### src/rtl/button_conditioner.sv
// Six-button synchroniser, per-bit debouncer and press-pulse generator.
// Optional up/down auto-repeat is built only when BTN_REPEAT_EN is defined.
module button_conditioner #(
  parameter int DEBOUNCE_CYCLES = 250000,
  parameter int CNT_W           = 18,
  parameter int REPEAT_DELAY    = 12500000,
  parameter int REPEAT_RATE     = 2500000
) (
  input  logic       clk,
  input  logic       rst_n,
  input  logic [5:0] btn_n_i,
  output logic [5:0] press_o,
  output logic [5:0] held_o,
  output logic       any_o
);

  localparam logic [CNT_W-1:0] DB_LAST = CNT_W'(DEBOUNCE_CYCLES - 1);

  logic [5:0]       sync1_q, sync2_q;
  logic [5:0]       lvl;
  logic [5:0]       held_q, held_d;
  logic [5:0]       held_dly_q;
  logic [CNT_W-1:0] cnt_q [6];
  logic [CNT_W-1:0] cnt_d [6];
  logic [5:0]       rising;
  logic [5:0]       press_q, press_d;
  logic             any_q, any_d;

  // Synchroniser resets to "released" so a button held through reset counts as a new press.
  always_ff @(posedge clk or negedge rst_n) begin
    if (!rst_n) begin
      sync1_q <= '1;
      sync2_q <= '1;
    end else begin
      sync1_q <= btn_n_i;
      sync2_q <= sync1_q;
    end
  end

  assign lvl = ~sync2_q;

  always_comb begin
    for (int i = 0; i < 6; i++) begin
      held_d[i] = held_q[i];
      cnt_d[i]  = '0;
      if (lvl[i] != held_q[i]) begin
        if (cnt_q[i] == DB_LAST) begin
          held_d[i] = lvl[i];
        end else begin
          cnt_d[i] = cnt_q[i] + 1'b1;
        end
      end
    end
  end

  always_ff @(posedge clk or negedge rst_n) begin
    if (!rst_n) begin
      held_q     <= '0;
      held_dly_q <= '0;
      for (int i = 0; i < 6; i++) begin
        cnt_q[i] <= '0;
      end
    end else begin
      held_q     <= held_d;
      held_dly_q <= held_q;
      for (int i = 0; i < 6; i++) begin
        cnt_q[i] <= cnt_d[i];
      end
    end
  end

  assign rising = held_q & ~held_dly_q;

`ifdef BTN_REPEAT_EN
  localparam int RPT_MAX = (REPEAT_DELAY > REPEAT_RATE) ? REPEAT_DELAY : REPEAT_RATE;
  localparam int RPT_W   = $clog2(RPT_MAX);
  localparam logic [RPT_W-1:0] DELAY_LAST = RPT_W'(REPEAT_DELAY - 1);
  localparam logic [RPT_W-1:0] RATE_LAST  = RPT_W'(REPEAT_RATE - 1);

  logic [RPT_W-1:0] rpt_cnt_q [2];
  logic [RPT_W-1:0] rpt_cnt_d [2];
  logic [1:0]       rpt_arm_q, rpt_arm_d;
  logic [1:0]       rpt_fire;

  // Counting starts the cycle after the initial pulse; arm selects delay vs. rate period.
  always_comb begin
    for (int i = 0; i < 2; i++) begin
      rpt_cnt_d[i] = rpt_cnt_q[i];
      rpt_arm_d[i] = rpt_arm_q[i];
      rpt_fire[i]  = 1'b0;
      if (!held_q[i]) begin
        rpt_cnt_d[i] = '0;
        rpt_arm_d[i] = 1'b0;
      end else if (held_dly_q[i]) begin
        if (rpt_cnt_q[i] == (rpt_arm_q[i] ? RATE_LAST : DELAY_LAST)) begin
          rpt_fire[i]  = 1'b1;
          rpt_cnt_d[i] = '0;
          rpt_arm_d[i] = 1'b1;
        end else begin
          rpt_cnt_d[i] = rpt_cnt_q[i] + 1'b1;
        end
      end
    end
  end

  always_ff @(posedge clk or negedge rst_n) begin
    if (!rst_n) begin
      rpt_arm_q <= '0;
      for (int i = 0; i < 2; i++) begin
        rpt_cnt_q[i] <= '0;
      end
    end else begin
      rpt_arm_q <= rpt_arm_d;
      for (int i = 0; i < 2; i++) begin
        rpt_cnt_q[i] <= rpt_cnt_d[i];
      end
    end
  end

  assign press_d = rising | {4'b0000, rpt_fire};
`else
  assign press_d = rising;
`endif

  assign any_d = |press_d;

  always_ff @(posedge clk or negedge rst_n) begin
    if (!rst_n) begin
      press_q <= '0;
      any_q   <= 1'b0;
    end else begin
      press_q <= press_d;
      any_q   <= any_d;
    end
  end

  assign press_o = press_q;
  assign held_o  = held_q;
  assign any_o   = any_q;

endmodule
### config.mk
export PLATFORM = sky130hd
export DESIGN_NAME = button_conditioner
export DESIGN_NICKNAME = d
export VERILOG_FILES = /design/src/rtl/button_conditioner.sv
export SDC_FILE = /design/constraint.sdc
export NUM_CORES = 1
export LEC_CHECK = 0
export BUFFER_PORTS_ARGS = -buffer_cell sky130_fd_sc_hd__buf_2
export CAP_MARGIN = 10
export CORE_ASPECT_RATIO = 0.8
export CORE_UTILIZATION = 52
export DETAILED_ROUTE_END_ITERATION = 12
export PLACE_DENSITY = 0.7
export SYNTH_ARGS = -nofsm -noshare
export SYNTH_HDL_FRONTEND = slang
export SYNTH_SLANG_ARGS = --single-unit
### constraint.sdc
create_clock -name clk -period 1.9 [get_ports clk]
set_input_delay 0.38 -clock clk [delete_from_list [all_inputs] [get_ports clk]]
set_output_delay 0.38 -clock clk [all_outputs]
set_load 0.01 [all_outputs]
==> metrics <==
Area growth syn-to-layout=17.7%; cell family with most CP delay=simple AND/OR/NAND/NOR gates; num rows=36; mapped cell area=6450 sq um; routed vias/inst=5.52; # port buffers=20; crit path time final=between 1500 and 2000 ps; final count of pins violating max slew=0; Synth top area share=0.492; syn_nets=627; Synth area leaders=dfrtp_1 49%, xnor2_1 9.6%, nor2_1 6.6%, dfstp_2 4.9%, nand3_1 2.9%; drt drc=0; endpoints failing hold=0; fmax=0.552 GHz; Initial Utilization=0.533; leakage=3.16 nW; WHS=63.0 ps; Sw Ratio=0.214; VDD IR max=706 uV; Hold Path End=sync1_q[0]$_DFF_PN1_; Crit path required time=2240 ps; R2R Setup Slk=90 ps; clock buffer depth=2; Final Routed Wirelength=around 12000 um; largest net degree at the start of global routing=56; clock share of power=0.492; async set or reset register ratio after synthesis=1.00; final instance count without filler cells=about 840; GRT overflow=0; hpwl dp=between 8000 and 9000 um; worst path bufs/invs=0; most frequent cells in the layout=126 x dfrtp_1, 114 x nor2_1, 71 x xnor2_1; WL per Instance=approximately 15 um; number of stages on the worst setup path=4; Final setup viols=0; cell count after synthesis=613; Die Wd=approximately 130 um; CP Cell Sequence=nand4_4, or3_4, or4b_4, a21oi_2; Seq pwr share=0.476; min-delay worst type=in2reg; Slowest cell on crit path=dfrtp_1; FF+latch count, synth=139; worst-margin pin slew=512 ps; final core occ=0.627; Critical R2R Launch=cnt_q[59]$_DFF_PN0_; Post-CTS Setup Bufs=0; crit-path max cell delay=490 ps; diode count=0; TritonRoute pass-1 iters=4; CTS root buf=clkbuf_16; Clock Latency Late Sink=about 410 ps; Syn Area/Cell=10.5 sq um; pre-CTS setup slack=74.7 ps; core footprint=12100 sq um; Die ar.=12900 sq um; layout cells sized above 1=0.176; vias in the first global route=4527; IO Count=21; initial antenna violation count=0; HP Start=btn_n_i[0]; Antenna Nets Post-Route=0; worst path arrival time=2160 ps; area leader, netlist=dfrtp_1; post-layout worst setup margin=88.0 ps; total negative setup slack=0 ps; drt first-iter violations=293; Primary FF master, synth=dfrtp_1; vias=4655; CP max FO=7; CTS tree=built; CP Class=reg2reg; CTS Sinks=139; terminus of the critical flop-to-flop path=cnt_q[69]$_DFF_PN0_; # fillers=990; Worst-path clk slew=about 60 ps; commonest non-fill, non-tap cell in the layout=dfrtp_1; H-tree depth=4; Num CTS Buffers=17; first-pass GRT wire length=21300 um; max_cap viols=0; reg2reg path depth=4; CP Launch Type=flop; status=complete, no violations; Yosys warning total=0; EDFF count, synth=0; internal power=between 5 and 6 mW; total global-route track usage=0.210; P per Cell Area=845 nW/um^2; Slew HR=0.656; gp weighted congestion=roughly 0.86; Psw=between 1 and 1.5 mW; CP Capture Type=flop; hold path depth=1; height of the chip=102 um; post-synthesis sequential area ratio=0.541; Placed Cells incl. Taps=811; crit share post-route=0.954; Layout Skew=7.81 ps; NumNets Final=693; combinational share of power=0.032; post-synthesis cell type count=45
==> metal layers <==
metal  GRT usage  share of wire  up-vias
li1            -              -     2292
met1       0.289           0.49     2292
met2       0.336           0.47       62
met3      0.0465          0.028        9
met4      0.0639         0.0093        0
met5           0              0        -
==> synthesized netlist by cell type, types with 2 or more instances <==
cell type,n
a21oi_1,14
and3_1,6
and4_1,5
buf_2,2
buf_6,3
clkbuf_1,2
dfrtp_1,127
dfstp_2,12
ha_1,6
inv_1,24
mux2i_1,4
nand2_1,29
nand3_1,37
nand3b_1,3
nand4_1,27
nand4_4,3
nand4b_1,3
nor2_1,114
nor2b_1,4
nor3_1,18
nor4_1,29
o21ai_0,7
o21ai_2,2
o31ai_1,8
o41ai_1,4
o41ai_4,3
or3_1,5
or3_4,3
or3b_1,3
or4_1,6
or4b_1,2
xnor2_1,71
xor2_1,15
==> power groups by stage <==
stage               Clock, mW  Sequential (mW)  Combinational, mW
finish                   3.16             3.06              0.205
CTS                      3.24             3.06              0.212
global route             3.36             3.06              0.239
floorplan                   0             3.10             0.0989
global placement            0             3.10              0.202
detailed placement          0             3.11              0.209
==> registers in the layout, indices dropped and copies added (netlist names) <==
| signal | cells |
|---|---|
| any_o | 1 |
| cnt_q | 108 |
| held_dly_q | 6 |
| held_o | 6 |
| press_o | 6 |
| sync1_q | 6 |
| sync2_q | 6 |
==> worst max-delay path by stage <==
stage,start,end,slack [ps]
after floorplan,cnt_q[0]$_DFF_PN0_,cnt_q[16]$_DFF_PN0_,110
after global placement,cnt_q[98]$_DFF_PN0_,cnt_q[97]$_DFF_PN0_,110
after detailed placement,cnt_q[98]$_DFF_PN0_,cnt_q[94]$_DFF_PN0_,70
after CTS,cnt_q[98]$_DFF_PN0_,cnt_q[96]$_DFF_PN0_,40
after global routing,cnt_q[36]$_DFF_PN0_,cnt_q[52]$_DFF_PN0_,-3
final,cnt_q[59]$_DFF_PN0_,cnt_q[69]$_DFF_PN0_,90
==> through the flow <==
| step | total power [mW] | area, sq um |
|---|---|---|
| after CTS | 6.50 | 7550 |
| after detailed placement | 3.32 | 6970 |
| final | 6.42 | 7600 |
| after floorplan | 3.20 | 6450 |
| after global routing | 6.66 | 7600 |
| after global placement | 3.31 | 6970 |
==> timing repair <==
item,4_1_cts,5_1_grt
resized for setup,0,9
setup endpoints to repair,0,35
endpoints found under the hold margin,18,0
hold buffers,1,0
==> layout make-up <==
type	count	area, sq um	share of cell area
sequential	139	3490	0.460
multi-input combinational	443	2860	0.376
clock inverter	12	125	0.0165
timing repair buffer	54	393	0.0517
clock buffer	20	447	0.0588
inverter	24	90.1	0.0119
tap	152	190	0.0250
==> cells by family after synthesis <==
family | synth area share
buffers and inverters | 0.0219
DFF | 0.541
xor gates and xnor gates | 0.117
AOI/OAI and AO/OA | 0.0527
and+or+nand+nor | 0.250
muxes | 0.00620
adders and majority gates | 0.0116
(Power assumes the default switching activity.)
